===== src/rtl/irda_pkg.sv =====
// Shared definitions for the IrDA MIR receive path.
//   - FSM state encodings for irda_mir_rx_ctrl
//   - status-word bit positions and a helper that packs a status word
package irda_pkg;

  localparam int unsigned STATE_W = 3;

  localparam logic [2:0] ST_IDLE    = 3'd0;
  localparam logic [2:0] ST_RESTART = 3'd1;
  localparam logic [2:0] ST_ARMED   = 3'd2;
  localparam logic [2:0] ST_RECV    = 3'd3;
  localparam logic [2:0] ST_DROP    = 3'd4;
  localparam logic [2:0] ST_STATUS  = 3'd5;

  localparam int unsigned WORD_W       = 32;
  localparam int unsigned LEN_W        = 16;
  localparam int unsigned STAT_W       = 20;
  localparam int unsigned STAT_LEN_LSB = 0;
  localparam int unsigned STAT_LEN_MSB = 15;
  localparam int unsigned STAT_CRC     = 16;
  localparam int unsigned STAT_OVR     = 17;
  localparam int unsigned STAT_BRK     = 18;
  localparam int unsigned STAT_TMO     = 19;

  // Pack one per-frame status word.
  function automatic logic [STAT_W-1:0] stat_word(input logic [LEN_W-1:0] len,
                                                  input logic crc,
                                                  input logic ovr,
                                                  input logic brk,
                                                  input logic tmo);
    logic [STAT_W-1:0] w;
    w = '0;
    w[STAT_LEN_MSB:STAT_LEN_LSB] = len;
    w[STAT_CRC] = crc;
    w[STAT_OVR] = ovr;
    w[STAT_BRK] = brk;
    w[STAT_TMO] = tmo;
    return w;
  endfunction

endpackage


===== src/rtl/irda_sync_fifo.sv =====
// Generic synchronous show-ahead FIFO (head entry always on dat_o).
// Ports: clk, wb_rst_i (async, active-high), push_i/dat_i write side,
//        pop_i read side, dat_o head word, empty_o, count_o occupancy,
//        ovf_c pulses when a push is dropped because the FIFO is full.
// A push while full is accepted if a pop happens in the same cycle;
// a pop while empty is ignored.
module irda_sync_fifo #(
  parameter int unsigned W  = 20,
  parameter int unsigned AW = 2
) (
  input  logic          clk,
  input  logic          wb_rst_i,
  input  logic          push_i,
  input  logic [W-1:0]  dat_i,
  input  logic          pop_i,
  output logic [W-1:0]  dat_o,
  output logic          empty_o,
  output logic [AW:0]   count_o,
  output logic          ovf_c
);

  localparam int unsigned DEPTH = 1 << AW;
  localparam int unsigned CW    = AW + 1;

  logic [W-1:0]  mem_q [DEPTH];
  logic [AW-1:0] wr_ptr_q, rd_ptr_q;
  logic [CW-1:0] count_q, count_d;
  logic          empty_q, full_q;
  logic          do_push, do_pop;

  // A full FIFO is never empty, so pop_i alone frees the slot.
  assign do_pop  = pop_i & ~empty_q;
  assign do_push = push_i & (~full_q | pop_i);
  assign ovf_c   = push_i & full_q & ~pop_i;
  assign count_d = count_q + CW'(do_push) - CW'(do_pop);

  always_ff @(posedge clk or posedge wb_rst_i) begin
    if (wb_rst_i) begin
      for (int i = 0; i < DEPTH; i++) mem_q[i] <= '0;
      wr_ptr_q <= '0;
      rd_ptr_q <= '0;
      count_q  <= '0;
      empty_q  <= 1'b1;
      full_q   <= 1'b0;
    end else begin
      if (do_push) begin
        mem_q[wr_ptr_q] <= dat_i;
        wr_ptr_q        <= wr_ptr_q + AW'(1);
      end
      if (do_pop) rd_ptr_q <= rd_ptr_q + AW'(1);
      count_q <= count_d;
      empty_q <= (count_d == '0);
      full_q  <= (count_d == CW'(DEPTH));
    end
  end

  assign dat_o   = mem_q[rd_ptr_q];
  assign empty_o = empty_q;
  assign count_o = count_q;

endmodule


===== src/rtl/irda_mir_rx_ctrl.sv =====
// Frame-level controller for the MIR receive path.
// Sequences irda_mir_rx (restart while disabled), forwards received words to
// the RX data FIFO, detects data overrun, and queues one status word per
// frame in an internal status FIFO. Drives frame / overrun interrupts.
// Ports: clk, wb_rst_i (async, active-high); rx_en_i; receiver side
//   (mir_rxbit_enable, rx_word_i/rx_word_valid_i, mir_sto_detected,
//   mir_crc_error, mir_ifdlr_o, mir_rx_error, mir_rx_restart); data FIFO side
//   (dfifo_full_i, dfifo_push_o, dfifo_dat_o); status FIFO side (stat_pop_i,
//   stat_dat_o, stat_empty_o, stat_count_o); irq_frame_o, irq_ovr_o, irq_clr_i.
// Optional: define IRDA_MIR_RX_TIMEOUT_EN to abort a frame after TIMEOUT_BITS
//   bit strobes without a received word (status bit 19).
module irda_mir_rx_ctrl
  import irda_pkg::*;
#(
  parameter int unsigned STAT_AW      = 2,
  parameter int unsigned TIMEOUT_BITS = 1024
) (
  input  logic                clk,
  input  logic                wb_rst_i,
  input  logic                rx_en_i,
  input  logic                mir_rxbit_enable,
  input  logic [WORD_W-1:0]   rx_word_i,
  input  logic                rx_word_valid_i,
  input  logic                mir_sto_detected,
  input  logic                mir_crc_error,
  input  logic [LEN_W-1:0]    mir_ifdlr_o,
  input  logic                mir_rx_error,
  output logic                mir_rx_restart,
  input  logic                dfifo_full_i,
  output logic                dfifo_push_o,
  output logic [WORD_W-1:0]   dfifo_dat_o,
  input  logic                stat_pop_i,
  output logic [STAT_W-1:0]   stat_dat_o,
  output logic                stat_empty_o,
  output logic [STAT_AW:0]    stat_count_o,
  output logic                irq_frame_o,
  output logic                irq_ovr_o,
  input  logic                irq_clr_i
);

  logic [STATE_W-1:0] state_q, state_d;
  logic               ovr_q, ovr_d;
  logic               sto_q;
  logic               restart_q;
  logic               dpush_q, dpush_d;
  logic [WORD_W-1:0]  ddat_q, ddat_d;
  logic               irq_ovr_q, irq_ovr_d;
  logic               stat_push_c;
  logic [STAT_W-1:0]  stat_word_c;
  logic               ovr_evt_c;
  logic               stat_ovf_c;
  logic               tmo_hit_c;
  logic               sto_rise_c, sto_fall_c;
  logic               in_frame_c;

  assign sto_rise_c = mir_sto_detected & ~sto_q;
  assign sto_fall_c = ~mir_sto_detected & sto_q;
  assign in_frame_c = (state_q == ST_RECV) | (state_q == ST_DROP);

`ifdef IRDA_MIR_RX_TIMEOUT_EN
  localparam int unsigned TMO_W = $clog2(TIMEOUT_BITS + 1);

  logic [TMO_W-1:0] tmo_cnt_q, tmo_cnt_d;

  assign tmo_hit_c = in_frame_c & (tmo_cnt_q == TMO_W'(TIMEOUT_BITS));

  // Idle-bit counter: runs only inside a frame, restarts on every word.
  always_comb begin
    tmo_cnt_d = tmo_cnt_q;
    if (!in_frame_c || rx_word_valid_i) tmo_cnt_d = '0;
    else if (mir_rxbit_enable && !tmo_hit_c) tmo_cnt_d = tmo_cnt_q + TMO_W'(1);
  end

  always_ff @(posedge clk or posedge wb_rst_i) begin
    if (wb_rst_i) tmo_cnt_q <= '0;
    else          tmo_cnt_q <= tmo_cnt_d;
  end
`else
  logic unused_tmo;
  assign unused_tmo = mir_rxbit_enable ^ (TIMEOUT_BITS == 0);
  assign tmo_hit_c  = 1'b0;
`endif

  // Next-state, forwarding and status-push decode.
  always_comb begin
    state_d     = state_q;
    ovr_d       = ovr_q;
    dpush_d     = 1'b0;
    ddat_d      = ddat_q;
    stat_push_c = 1'b0;
    stat_word_c = stat_word(mir_ifdlr_o, 1'b0, ovr_q, 1'b0, 1'b0);
    ovr_evt_c   = 1'b0;

    if (!rx_en_i) begin
      state_d = ST_IDLE;
      ovr_d   = 1'b0;
    end else if (mir_rx_error && (state_q == ST_ARMED || in_frame_c ||
                                  state_q == ST_STATUS)) begin
      // Break: frames in progress report it; an armed receiver just restarts.
      if (state_q != ST_ARMED) begin
        stat_push_c = 1'b1;
        stat_word_c = stat_word(mir_ifdlr_o, 1'b0, ovr_q, 1'b1, 1'b0);
      end
      state_d = ST_RESTART;
    end else if (tmo_hit_c) begin
      stat_push_c = 1'b1;
      stat_word_c = stat_word(mir_ifdlr_o, 1'b0, ovr_q, 1'b0, 1'b1);
      state_d     = ST_RESTART;
    end else begin
      unique case (state_q)
        ST_IDLE: state_d = ST_RESTART;
        ST_RESTART: begin
          ovr_d   = 1'b0;
          state_d = ST_ARMED;
        end
        ST_ARMED: begin
          ovr_d = 1'b0;
          if (rx_word_valid_i) begin
            if (dfifo_full_i) begin
              ovr_d     = 1'b1;
              ovr_evt_c = 1'b1;
              state_d   = ST_DROP;
            end else begin
              dpush_d = 1'b1;
              ddat_d  = rx_word_i;
              state_d = ST_RECV;
            end
          end else if (sto_rise_c) begin
            state_d = ST_STATUS;
          end
        end
        ST_RECV: begin
          if (rx_word_valid_i && !dfifo_full_i) begin
            dpush_d = 1'b1;
            ddat_d  = rx_word_i;
          end else if (rx_word_valid_i) begin
            ovr_d     = 1'b1;
            ovr_evt_c = 1'b1;
            state_d   = ST_DROP;
          end
          if (mir_sto_detected) state_d = ST_STATUS;
        end
        ST_DROP: begin
          if (mir_sto_detected) state_d = ST_STATUS;
        end
        ST_STATUS: begin
          // Length and CRC are only valid as STO drops.
          if (sto_fall_c) begin
            stat_push_c = 1'b1;
            stat_word_c = stat_word(mir_ifdlr_o, mir_crc_error, ovr_q, 1'b0, 1'b0);
            state_d     = ST_ARMED;
          end
        end
        default: state_d = ST_IDLE;
      endcase
    end
  end

  // Overrun interrupt: a set in the same cycle as a clear wins.
  always_comb begin
    irq_ovr_d = irq_ovr_q;
    if (irq_clr_i) irq_ovr_d = 1'b0;
    if (ovr_evt_c || stat_ovf_c) irq_ovr_d = 1'b1;
  end

  always_ff @(posedge clk or posedge wb_rst_i) begin
    if (wb_rst_i) begin
      state_q   <= ST_IDLE;
      ovr_q     <= 1'b0;
      sto_q     <= 1'b0;
      restart_q <= 1'b1;
      dpush_q   <= 1'b0;
      ddat_q    <= '0;
      irq_ovr_q <= 1'b0;
    end else begin
      state_q   <= state_d;
      ovr_q     <= ovr_d;
      sto_q     <= mir_sto_detected;
      restart_q <= (state_d == ST_IDLE) | (state_d == ST_RESTART);
      dpush_q   <= dpush_d;
      ddat_q    <= ddat_d;
      irq_ovr_q <= irq_ovr_d;
    end
  end

  irda_sync_fifo #(
    .W  (STAT_W),
    .AW (STAT_AW)
  ) u_stat_fifo (
    .clk      (clk),
    .wb_rst_i (wb_rst_i),
    .push_i   (stat_push_c),
    .dat_i    (stat_word_c),
    .pop_i    (stat_pop_i),
    .dat_o    (stat_dat_o),
    .empty_o  (stat_empty_o),
    .count_o  (stat_count_o),
    .ovf_c    (stat_ovf_c)
  );

  assign mir_rx_restart = restart_q;
  assign dfifo_push_o   = dpush_q;
  assign dfifo_dat_o    = ddat_q;
  assign irq_frame_o    = ~stat_empty_o;
  assign irq_ovr_o      = irq_ovr_q;

endmodule


===== config.mk =====
export PLATFORM = sky130hd
export DESIGN_NAME = irda_mir_rx_ctrl
export DESIGN_NICKNAME = d
export VERILOG_FILES = /design/src/rtl/irda_pkg.sv /design/src/rtl/irda_sync_fifo.sv /design/src/rtl/irda_mir_rx_ctrl.sv
export SDC_FILE = /design/constraint.sdc
export NUM_CORES = 1
export LEC_CHECK = 0
export CAP_MARGIN = 20
export CORE_MARGIN = 5
export CORE_UTILIZATION = 25
export CTS_CLUSTER_DIAMETER = 40
export CTS_CLUSTER_SIZE = 14
export DETAILED_ROUTE_END_ITERATION = 6
export PLACE_DENSITY_LB_ADDON = 0.12
export SLEW_MARGIN = 20
export SYNTH_ARGS = -nofsm -noshare
export SYNTH_HDL_FRONTEND = slang
export SYNTH_SLANG_ARGS = --single-unit

===== constraint.sdc =====
create_clock -name clk -period 4.4 [get_ports clk]
set_clock_uncertainty 0.1 [all_clocks]
set_input_delay 0.44 -clock clk [delete_from_list [all_inputs] [get_ports clk]]
set_output_delay 0.44 -clock clk [all_outputs]
set_load 0.1 [all_outputs]

== After elaboration in Yosys (flattened, before gate mapping) ==
Index checks and enable logic that the tools add are counted.

* Add/sub/neg operators: 4
* $lt $le $gt $ge: 3
* Equal/unequal tests: 15
* Muxes and demuxes: 51
* Bitwise gates (word level): 17
* Reduce and logical (&&, ||, !) cells: 14

{| class="wikitable"
|+ Operator list
! kind !! number
|-
| $mux 32 || 3
|-
| $bwmux 80 || 1
|-
| $pmux 32 s2 || 1
|-
| $mux 20 || 3
|-
| $mux 19 || 3
|-
| $bmux 20 s2 || 1
|-
| $demux 20 s2 || 1
|-
| $mux 17 || 2
|-
| $mux 3 || 10
|-
| $mux 1 || 22
|-
| $pmux 3 s6 || 1
|-
| $eq 3x3->1 const B || 3
|-
| $logic_not 3->1 || 3
|-
| $and 1x1->1 || 6
|-
| $eq 3x1->1 const B || 2
|-
| $eq 3x2->1 const B || 2
|-
| $ge 3x3->1 const B || 2
|-
| $ne 2x2->1 const B || 3
|-
| $ne 3x3->1 const B || 2
|-
| $not 1->1 || 6
|-
| $not 2->3 || 2
|-
| $reduce_and 6->1 || 1
|-
| $add 2x1->2 const B || 2
|-
| $ne 4x1->1 const B || 1
|-
| other kinds (13) || 21
|}

* Register bits after elaboration: 129
* Input bits: 59
* Output and inout bits: 60
* Logic and storage cells: 120

== Longest topological paths before layout ==
Gate-level depths: netlist of run 1.

* Word-level depth: 11
* Gate-level depth with buffers: 10
* Mapped depth without buffers: 9

== By module ==
Synthesis of run 1 repeated with hierarchy kept, for this count alone.

* Cell total of the unflattened synthesis: 368
* Area total of the unflattened synthesis: 6248.5 µm²

{| class="wikitable"
|+ By module, submodules not included
! module !! instances !! cells each !! area each (µm²) !! sequential area each (µm²)
|-
| irda_sync_fifo || 1 || 232 || 4365.4 || 2228.4
|-
| irda_mir_rx_ctrl || 1 || 136 || 1883.1 || 1002.2
|}

== Worst setup path after synthesis of run 1 ==
OpenSTA, ideal clock, no wires.

* Kind: register to register
* Start: reg u_stat_fifo.count_q[0], in the netlist u_stat_fifo.count_o[0]
* End: reg u_stat_fifo.full_q
* Setup time: 0.088 ns
* Arrival time: 2.439 ns
* Data required time: 4.212 ns
* Path slack: 1.773 ns
* Cell stages (with the launch flop): 10
* Clock period less this slack: 2.627 ns
* Cell sequence: dfrtp_1 -> inv_1 -> ha_1 -> inv_1 -> ha_1 -> inv_1 -> fa_1 -> xnor2_1 -> xnor2_1 -> nor3b_1

* Word-level cells in the longest chain between the ends: 3

{| class="wikitable"
|+ Ends and longest elaborated chain
! item !! line !! RTL
|-
| start, declared || irda_sync_fifo.sv:27 || <nowiki>logic [CW-1:0] count_q, count_d;</nowiki>
|-
| start signal, assigned || irda_sync_fifo.sv:51 || <nowiki>count_q <= count_d;</nowiki>
|-
| $add 3x1->3 || irda_sync_fifo.sv:35 || <nowiki>assign count_d = count_q + CW'(do_push) - CW'(do_pop);</nowiki>
|-
| $sub 3x1->3 || irda_sync_fifo.sv:35 ||
|-
| net u_stat_fifo.count_d[2] || irda_sync_fifo.sv:27 ||
|-
| $eq 3x3->1 || irda_sync_fifo.sv:53 || <nowiki>full_q <= (count_d == CW'(DEPTH));</nowiki>
|-
| end signal, assigned || irda_sync_fifo.sv:53 ||
|-
| end, declared || irda_sync_fifo.sv:28 || <nowiki>logic empty_q, full_q;</nowiki>
|}

The timed path passes the listed nets, and every way through them passes these cells.
A chain may end at the register's enable or synchronous reset.

== Worst setup path in the final report of run 1 ==
* Start: reg u_stat_fifo.rd_ptr_q[1]
* End: out stat_dat_o[11]

* Word-level cells in the longest chain between the ends: 4

{| class="wikitable"
|+ Ends and longest elaborated chain
! item !! line !! RTL
|-
| start, declared || irda_sync_fifo.sv:26 || <nowiki>logic [AW-1:0] wr_ptr_q, rd_ptr_q;</nowiki>
|-
| start signal, assigned || irda_sync_fifo.sv:50 || <nowiki>if (do_pop) rd_ptr_q <= rd_ptr_q + AW'(1);</nowiki>
|-
| $not 2->3 (implied by the code) || irda_sync_fifo.sv:57 || <nowiki>assign dat_o = mem_q[rd_ptr_q];</nowiki>
|-
| $bmux 20 s2 || irda_sync_fifo.sv:57 ||
|-
| $mux 20 (implied by the code) (2 in a row) || irda_sync_fifo.sv:57 ||
|-
| end, declared || irda_mir_rx_ctrl.sv:33 || <nowiki>output logic [STAT_W-1:0] stat_dat_o,</nowiki>
|}

No other way between the ends. The select of a mux whose other input is x is not followed.

==> impl_metrics.toml, run 1 <==
[timing]
finalSetupViolations = 0
setup_tns_ps = 0
period_minus_slack_ps = 3460
fin_crit_sh_pct = 78.5
rsz0062_at_grt = "no"
fmax_ghz = 0.289
finalHoldViolations = 0
slew_headroom_pct = 31.9
worst_pin_slew_ps = 1020
slew_violations = 0

[floorplanning]
die_y_um = 160
rows = 55
initial_core_util_pct = 25.2
coreArea_um2 = 22500
die-area_um2 = 25800
io_pins = 119
die_x_um = 160

[place]
dpl.hpwl_um = 8890
portBuffers = 116
place.gp.congestion = 0.780

[clock_network]
cts-buffers-inserted = 17
clk_latency_ps = 410
ctsHoldBuffers = 0
cts_tree = "yes"
cts.path.max_buffers = 2
clockRootBuffer = "clkbuf_16"
cts_resized = 0
post_cts_buffers = 0
cts_sinks = 125
clkTransAtPathRegs_ps = 60
h-tree-depth = 4

[yosys]
synth_fa_ha_area_share_pct = 1.68
ys_seq_elements = 125
synthFlopType = "dfrtp_1"
muxShareOfSynthArea_pct = 30.5
yosysTopAreaCell = "dfrtp_1"
synth_commonest_cells = "dfrtp_1, mux2_1, mux2_4"
synth.distinct_cells = 43
avgSynthCellArea_um2 = 15.4
synth_warnings = 0
syn-num-nets = 434
async_flop_share_pct = 100
synth_xor_area_share_pct = 0.773
syn_inst = 368
seq_area_frac_synth_pct = 55.3
synth_compound_area_share_pct = 4.11
synth_top_area_share_pct = 54.4
synth_edf_count = 0
synth_top_family_by_area = "multiplexers"
synthesis.area_um2 = 5660
yosysMostFrequentCell = "dfrtp_1"
yosys-top-cells-area = "dfrtp_1, mux2_4, mux2_1, mux4_2, mux2_2"
synthSimpleGateAreaFrac_pct = 4.24

[outcome]
status = "finished clean"

[run]
drv_cap = 0

[grt]
grt_start_max_net_pins = 89
grt-ovfl-total = 0
grt_antenna_before_repair = 0
grt_pass1_wl_um = 22200
grtUsageTotal_pct = 11.0
grt_pass1_vias = 3956

[worst_setup_path]
end_kind = "primary output"
start_kind = "flip-flop"
critPathMaxFanout = 15
cp.required_ps = 3860
path_class = "reg -> out"
worstPathArrival_ps = 2920

[route]
antenna_left = 0
drtIter0Drc = 100
wire_per_inst_um = 17.0
met1Wirelength_um = 5910
wl_met3_um = 359
firstDrtPassIters = 4
wl_um = 13400
vias = 3358
met2WireLength_um = 6900
viasPerCell = 4.27
topRoutingLayerUsed = "met4"
route.detailed.drc = 0

[layout]
area_growth_pct = 35.1
layout-drive-gt1-share_pct = 25.7
utilization_pct = 34.0
diodes = 0
num-nets-final = 556

[worst_hold_path]
min_path_type = "in -> async"
metal layers:
metal  global-route usage, %  vias to the layer above
met5                       0                        -
met4                    4.42                        0
met3                    2.46                       15
met2                    18.8                       59
met1                    13.4                     1728
li1                        -                     1556
final cells by class:
class | instances | area, µm²
Clock buffer | 24 | 482
Clock inverter | 7 | 63.8
Fill cell | 2188 | 14900
Inverter | 21 | 81.3
Multi-Input combinational cell | 205 | 2340
Sequential cell | 125 | 3130
Tap cell | 285 | 357
Timing Repair Buffer | 120 | 1190
flip-flops by register name (all words and copies together) (netlist names):
| name | flops |
|---|---|
| u_stat_fifo.rd_ptr_q | 2 |
| sto_q | 1 |
| state_q | 3 |
| u_stat_fifo.empty_o | 1 |
| dfifo_dat_o | 32 |
| dfifo_push_o | 1 |
| u_stat_fifo.mem_q | 76 |
| u_stat_fifo.wr_ptr_q | 2 |
| u_stat_fifo.count_o | 3 |
| u_stat_fifo.full_q | 1 |
| ovr_q | 1 |
| mir_rx_restart | 1 |
| irq_ovr_o | 1 |
layout by cell type (no fill, tap or decap), types with 2 or more instances in the layout:
cell type / netlist / routed
a21oi_1: 4 / 4
a21oi_4: 4 / 4
a31oi_1: 3 / 3
buf_4: 2 / 7
clkbuf_1: 3 / 4
clkbuf_16: 0 / 17
clkbuf_8: 0 / 3
clkdlybuf4s50_1: 0 / 112
clkinv_2: 0 / 5
dfrtp_1: 123 / 123
dfstp_2: 2 / 2
ha_1: 6 / 6
inv_1: 21 / 20
mux2_1: 39 / 39
mux2_2: 30 / 30
mux2_4: 32 / 32
mux2i_1: 4 / 4
mux4_2: 19 / 19
nand2_1: 7 / 7
nand2b_1: 5 / 5
nand3_1: 5 / 5
nor2_1: 5 / 5
nor2b_1: 5 / 5
nor3_1: 2 / 2
nor3b_1: 3 / 3
o21ai_0: 6 / 6
o2bb2ai_1: 4 / 4
or3_1: 2 / 2
xnor2_1: 4 / 4
worst max-delay path, cell delays in order, from the launching register on:
cell and delay [ps]:
dfrtp_1 880, buf_4 300, mux4_2 190, clkdlybuf4s50_1 1130
cells by family (layout without fill, tap and decap cells):
kind of cell	count (synthesis)	count (layout)
flip-flops	125	125
multiplexers	124	124
AND/OR/NAND/NOR	40	40
buffers and inverters	38	172
AO/OA/AOI/OAI	28	28
adder cells (fa/ha/maj)	7	7
XOR/XNOR	5	5
other	1	1
final timing paths:
path                                                     start                                end  slack (ps)  depth (start not counted)
setup / recovery           u_stat_fifo.rd_ptr_q[1]$_DFFE_PP0P_                     stat_dat_o[11]         940                          3
hold / removal                                        wb_rst_i        dfifo_dat_o[18]$_DFFE_PP0P_         340                          2
setup reg to reg                          state_q[1]$_DFF_PP0_       u_stat_fifo.full_q$_DFF_PP0_        1610                          9
hold reg to reg              u_stat_fifo.mem_q[34]$_DFFE_PP0P_  u_stat_fifo.mem_q[34]$_DFFE_PP0P_         380                          1
max in group asynchronous                             wb_rst_i      u_stat_fifo.empty_o$_DFF_PP1_        2990                          3
min in group clk             u_stat_fifo.mem_q[34]$_DFFE_PP0P_  u_stat_fifo.mem_q[34]$_DFFE_PP0P_         380                          1
through the flow:
step / hold WS [ps] / area, µm² / instances / setup slack [ps]
floorplan: 352 / 5660 / 368 / 536
global placement: 363 / 7100 / 756 / 1040
detailed placement: 371 / 7100 / 756 / 1040
CTS: 350 / 7650 / 787 / 860
global route: 387 / 7650 / 787 / 827
finish: 339 / 7650 / 787 / 945
Power of run 1 is not shown: default switching activity piles up to over one toggle a cycle in this logic, so the estimate is an artifact.
==> run 2: changes to the inputs <==
==> constraint.sdc (replaced) <==
create_clock -name clk -period 3 [get_ports clk]
set_clock_uncertainty 0.1 [all_clocks]
set_input_delay 0.3 -clock clk [delete_from_list [all_inputs] [get_ports clk]]
set_output_delay 0.3 -clock clk [all_outputs]
set_load 0.1 [all_outputs]
==> impl_metrics.toml, run 2 (synthesis gave the netlist of run 1 again) <==
[outcome]
status = "finished clean"

[floorplanning]
io_pins = 119
die_y_um = 160
coreArea_um2 = 22500
rows = 55
die-area_um2 = 25800
die_x_um = 160
initial_core_util_pct = 25.2

[clock_network]
cts_sinks = 125
clockRootBuffer = "clkbuf_16"
cts.path.max_buffers = 2
cts-buffers-inserted = 17
h-tree-depth = 4
cts_resized = 0
cts_tree = "yes"
clk_latency_ps = 410
ctsHoldBuffers = 0
post_cts_buffers = 0
clkTransAtPathRegs_ps = 50

[worst_setup_path]
end_kind = "flip-flop"
critPathMaxFanout = 12
cp.required_ps = 3210
path_class = "reg -> reg"
worstPathArrival_ps = 2850
start_kind = "flip-flop"

[timing]
slew_violations = 0
period_minus_slack_ps = 2640
fin_crit_sh_pct = 87.9
slew_headroom_pct = 60.6
setup_tns_ps = 0
finalSetupViolations = 0
worst_pin_slew_ps = 591
rsz0062_at_grt = "no"
fmax_ghz = 0.379
finalHoldViolations = 0

[place]
place.gp.congestion = 0.699
dp_cells = 765
dpl.hpwl_um = 9250
portBuffers = 116

[layout]
fillCellCount = 2157
largest_register_ffs = 76
area_growth_pct = 39.7
final_cells = 795
num-nets-final = 565
regMostFlops = "u_stat_fifo.mem_q"
mostFrequentLayoutCells = "dfrtp_1, clkdlybuf4s50_1, buf_4"
diodes = 0
final_common_cell = "dfrtp_1"
layout-drive-gt1-share_pct = 37.8

[grt]
grtUsageTotal_pct = 10.9
grt_antenna_before_repair = 0
grt_pass1_vias = 3919
grt_start_max_net_pins = 74
grt-ovfl-total = 0
grt_pass1_wl_um = 22000

[route]
antenna_left = 0
firstDrtPassIters = 4
route.detailed.drc = 0
wl_um = 13500
wire_per_inst_um = 16.9
drtIter0Drc = 95
viasPerCell = 4.31
vias = 3430

[worst_hold_path]
min_path_type = "in -> async"

[run]
drv_cap = 0
==> run 2: layout make-up <==
type / count / area [µm²] / share of cell area, %
multi-input combinational: 205 / 2340 / 29.6
clock buffer: 24 / 492 / 6.22
inverter: 21 / 82.6 / 1.04
clock inverter: 6 / 85.1 / 1.08
tap: 285 / 357 / 4.51
sequential: 125 / 3130 / 39.6
timing repair buffer: 129 / 1420 / 18.0
==> run 2: stage by stage <==
stage	instance area [µm²]	util, %	worst slack [ps]	hold WS, ps
global placement	7330	32.6	151	365
finish	7910	35.2	364	186
CTS	7910	35.2	316	185
floorplan	5670	-	373	231
detailed placement	7330	32.6	32.9	376
global route	7910	35.2	156	218
==> run 2: worst paths after layout <==
check	from	to	slack, ps	cells past startpoint
setup / recovery	state_q[2]$_DFF_PP0_	u_stat_fifo.full_q$_DFF_PP0_	360	9
hold / removal	wb_rst_i	dfifo_dat_o[1]$_DFFE_PP0P_	190	2
setup reg to reg	state_q[2]$_DFF_PP0_	u_stat_fifo.full_q$_DFF_PP0_	360	9
hold reg to reg	u_stat_fifo.mem_q[6]$_DFFE_PP0P_	u_stat_fifo.mem_q[6]$_DFFE_PP0P_	380	1
max in group asynchronous	wb_rst_i	u_stat_fifo.mem_q[15]$_DFFE_PP0P_	1830	3
min in group clk	rx_word_i[26]	dfifo_dat_o[26]$_DFFE_PP0P_	380	2
==> run 2: critical path, stage by stage, from the launching register on <==
cell	delay, ps
dfrtp_1	500
and3b_4	390
o21ai_4	120
a21oi_1	250
ha_1	180
inv_1	50
fa_1	370
xnor2_1	150
xnor2_1	220
nor3b_1	220
==> run 2: per-layer routing <==
layer	global-route usage (%)	share of wire (%)	vias up	routed length [µm]
met3	3.03	3.1	8	414
li1	-	-	1584	-
met1	13.4	43	1780	5770
met2	18.7	53	58	7090
met5	0	0	-	0
met4	3.56	1.3	0	176
Power of run 2 is left out for the same reason.
==> run 3: changes to the inputs <==
==> constraint.sdc (replaced) <==
create_clock -name clk -period 2.53 [get_ports clk]
set_clock_uncertainty 0.1 [all_clocks]
set_input_delay 0.253 -clock clk [delete_from_list [all_inputs] [get_ports clk]]
set_output_delay 0.253 -clock clk [all_outputs]
set_load 0.1 [all_outputs]
==> impl_metrics.toml, run 3 (synthesis gave the netlist of run 1 again) <==
[clock_network]
cts.path.max_buffers = 2
h-tree-depth = 4
cts_tree = "yes"
post_cts_buffers = 0
clkTransAtPathRegs_ps = 60
cts_sinks = 125
cts-buffers-inserted = 17
clockRootBuffer = "clkbuf_16"
clk_latency_ps = 400

[timing]
fmax_ghz = 0.430
worst_pin_slew_ps = 786
rsz0062_at_grt = "no"
slew_headroom_pct = 47.6
fin_crit_sh_pct = 92.0
slew_violations = 0
setup_tns_ps = 0
finalHoldViolations = 0
finalSetupViolations = 0
period_minus_slack_ps = 2330

[route]
wire_per_inst_um = 16.8
vias = 3442
firstDrtPassIters = 4
viasPerCell = 4.28
wl_um = 13500
drtIter0Drc = 95
route.detailed.drc = 0
antenna_left = 0

[layout]
area_growth_pct = 40.6
utilization_pct = 35.4
ff_latch_area_um2 = 3140
layout-drive-gt1-share_pct = 38.8
num-nets-final = 573
fillCellCount = 2155
final_common_cell = "dfrtp_1"
diodes = 0
largest_register_ffs = 76
regMostFlops = "u_stat_fifo.mem_q"
multi_input_area_um2 = 2340
mostFrequentLayoutCells = "dfrtp_1, clkdlybuf4s50_1, buf_4"
final_cells = 805

[worst_setup_path]
slowest_delay_ps = 620
crit_family = "adder cells"
r2r_cells = 9
cp.required_ps = 2750
end_kind = "flip-flop"
start_kind = "flip-flop"
path_class = "reg -> reg"
critPathMaxFanout = 3
worstPathBufferInverterCount = 2
worstPathArrival_ps = 2540
r2r_slack_ps = 200
worst-path-stages = 9
cp_slowest_cell = "dfstp_4"
critical_path.cell_chain = "nor2b_1, ha_1, inv_1, ha_1, inv_1, fa_1, xnor2_1, xnor2_1, nor3b_1"

[floorplanning]
io_pins = 119
die-area_um2 = 25800
initial_core_util_pct = 25.2
die_x_um = 160
rows = 55
coreArea_um2 = 22500
die_y_um = 160

[worst_hold_path]
min_path_type = "in -> async"

[place]
place.gp.congestion = 0.754
portBuffers = 116
dpl.hpwl_um = 8960
dp_cells = 773

[run]
drv_cap = 0

[outcome]
status = "finished clean"

[grt]
grt-ovfl-total = 0
grt_antenna_before_repair = 0
grtUsageTotal_pct = 10.9
grt_start_max_net_pins = 126
grt_pass1_vias = 3915
grt_pass1_wl_um = 21900
==> run 3: changes by cell type in the layout (fill, tap and decap cells not counted), sizes merged <==
cell    before  now
buf         72   80
clkinv       2    4
==> run 3: path summary, 6_finish.rpt <==
kind                                                   startpoint                           endpoint
worst max-delay path                u_stat_fifo.empty_o$_DFF_PP1_       u_stat_fifo.full_q$_DFF_PP0_
worst min-delay path                                     wb_rst_i        dfifo_dat_o[10]$_DFFE_PP0P_
worst max register to register      u_stat_fifo.empty_o$_DFF_PP1_       u_stat_fifo.full_q$_DFF_PP0_
worst min register to register  u_stat_fifo.mem_q[55]$_DFFE_PP0P_  u_stat_fifo.mem_q[55]$_DFFE_PP0P_
max in group asynchronous                                wb_rst_i   u_stat_fifo.count_o[0]$_DFF_PP0_
min in group clk                                     rx_word_i[3]         dfifo_dat_o[3]$_DFFE_PP0P_
==> run 3: area by class of cell <==
| cell class | count | area share [%] |
|---|---|---|
| sequential | 125 | 39.4 |
| inverter | 21 | 1.04 |
| clock buffer | 24 | 5.80 |
| tap | 285 | 4.48 |
| multi-input combinational | 205 | 29.5 |
| clock inverter | 8 | 1.19 |
| timing repair buffer | 137 | 18.6 |
==> run 3: what timing repair did <==
item | 4_1_cts | 5_1_grt
resized for setup | 0 | 1
hold buffers | 0 | 0
endpoints found under the setup margin | 0 | 1
==> run 3: routing by layer <==
metal	global-route usage, %	share of wire [%]	vias to the layer above
li1	-	-	1594
met1	13.2	44	1790
met2	18.9	52	51
met3	3.05	3.2	7
met4	3.29	0.88	0
met5	0	0	-
==> run 3: tightest hold or removal path: stages <==
cell             delay, ps
clkdlybuf4s50_1        440
clkinvlp_4             100
buf_12                 420
==> run 3: per-stage QoR <==
step,hold WS (ps),setup WS [ps],instance area [µm²]
floorplan,184,37.6,5670
global placement,363,-36.9,7400
detailed placement,369,-105,7400
CTS,313,156,7960
global route,319,54.0,7960
finish,226,203,7960
Power of run 3 is left out for the same reason.
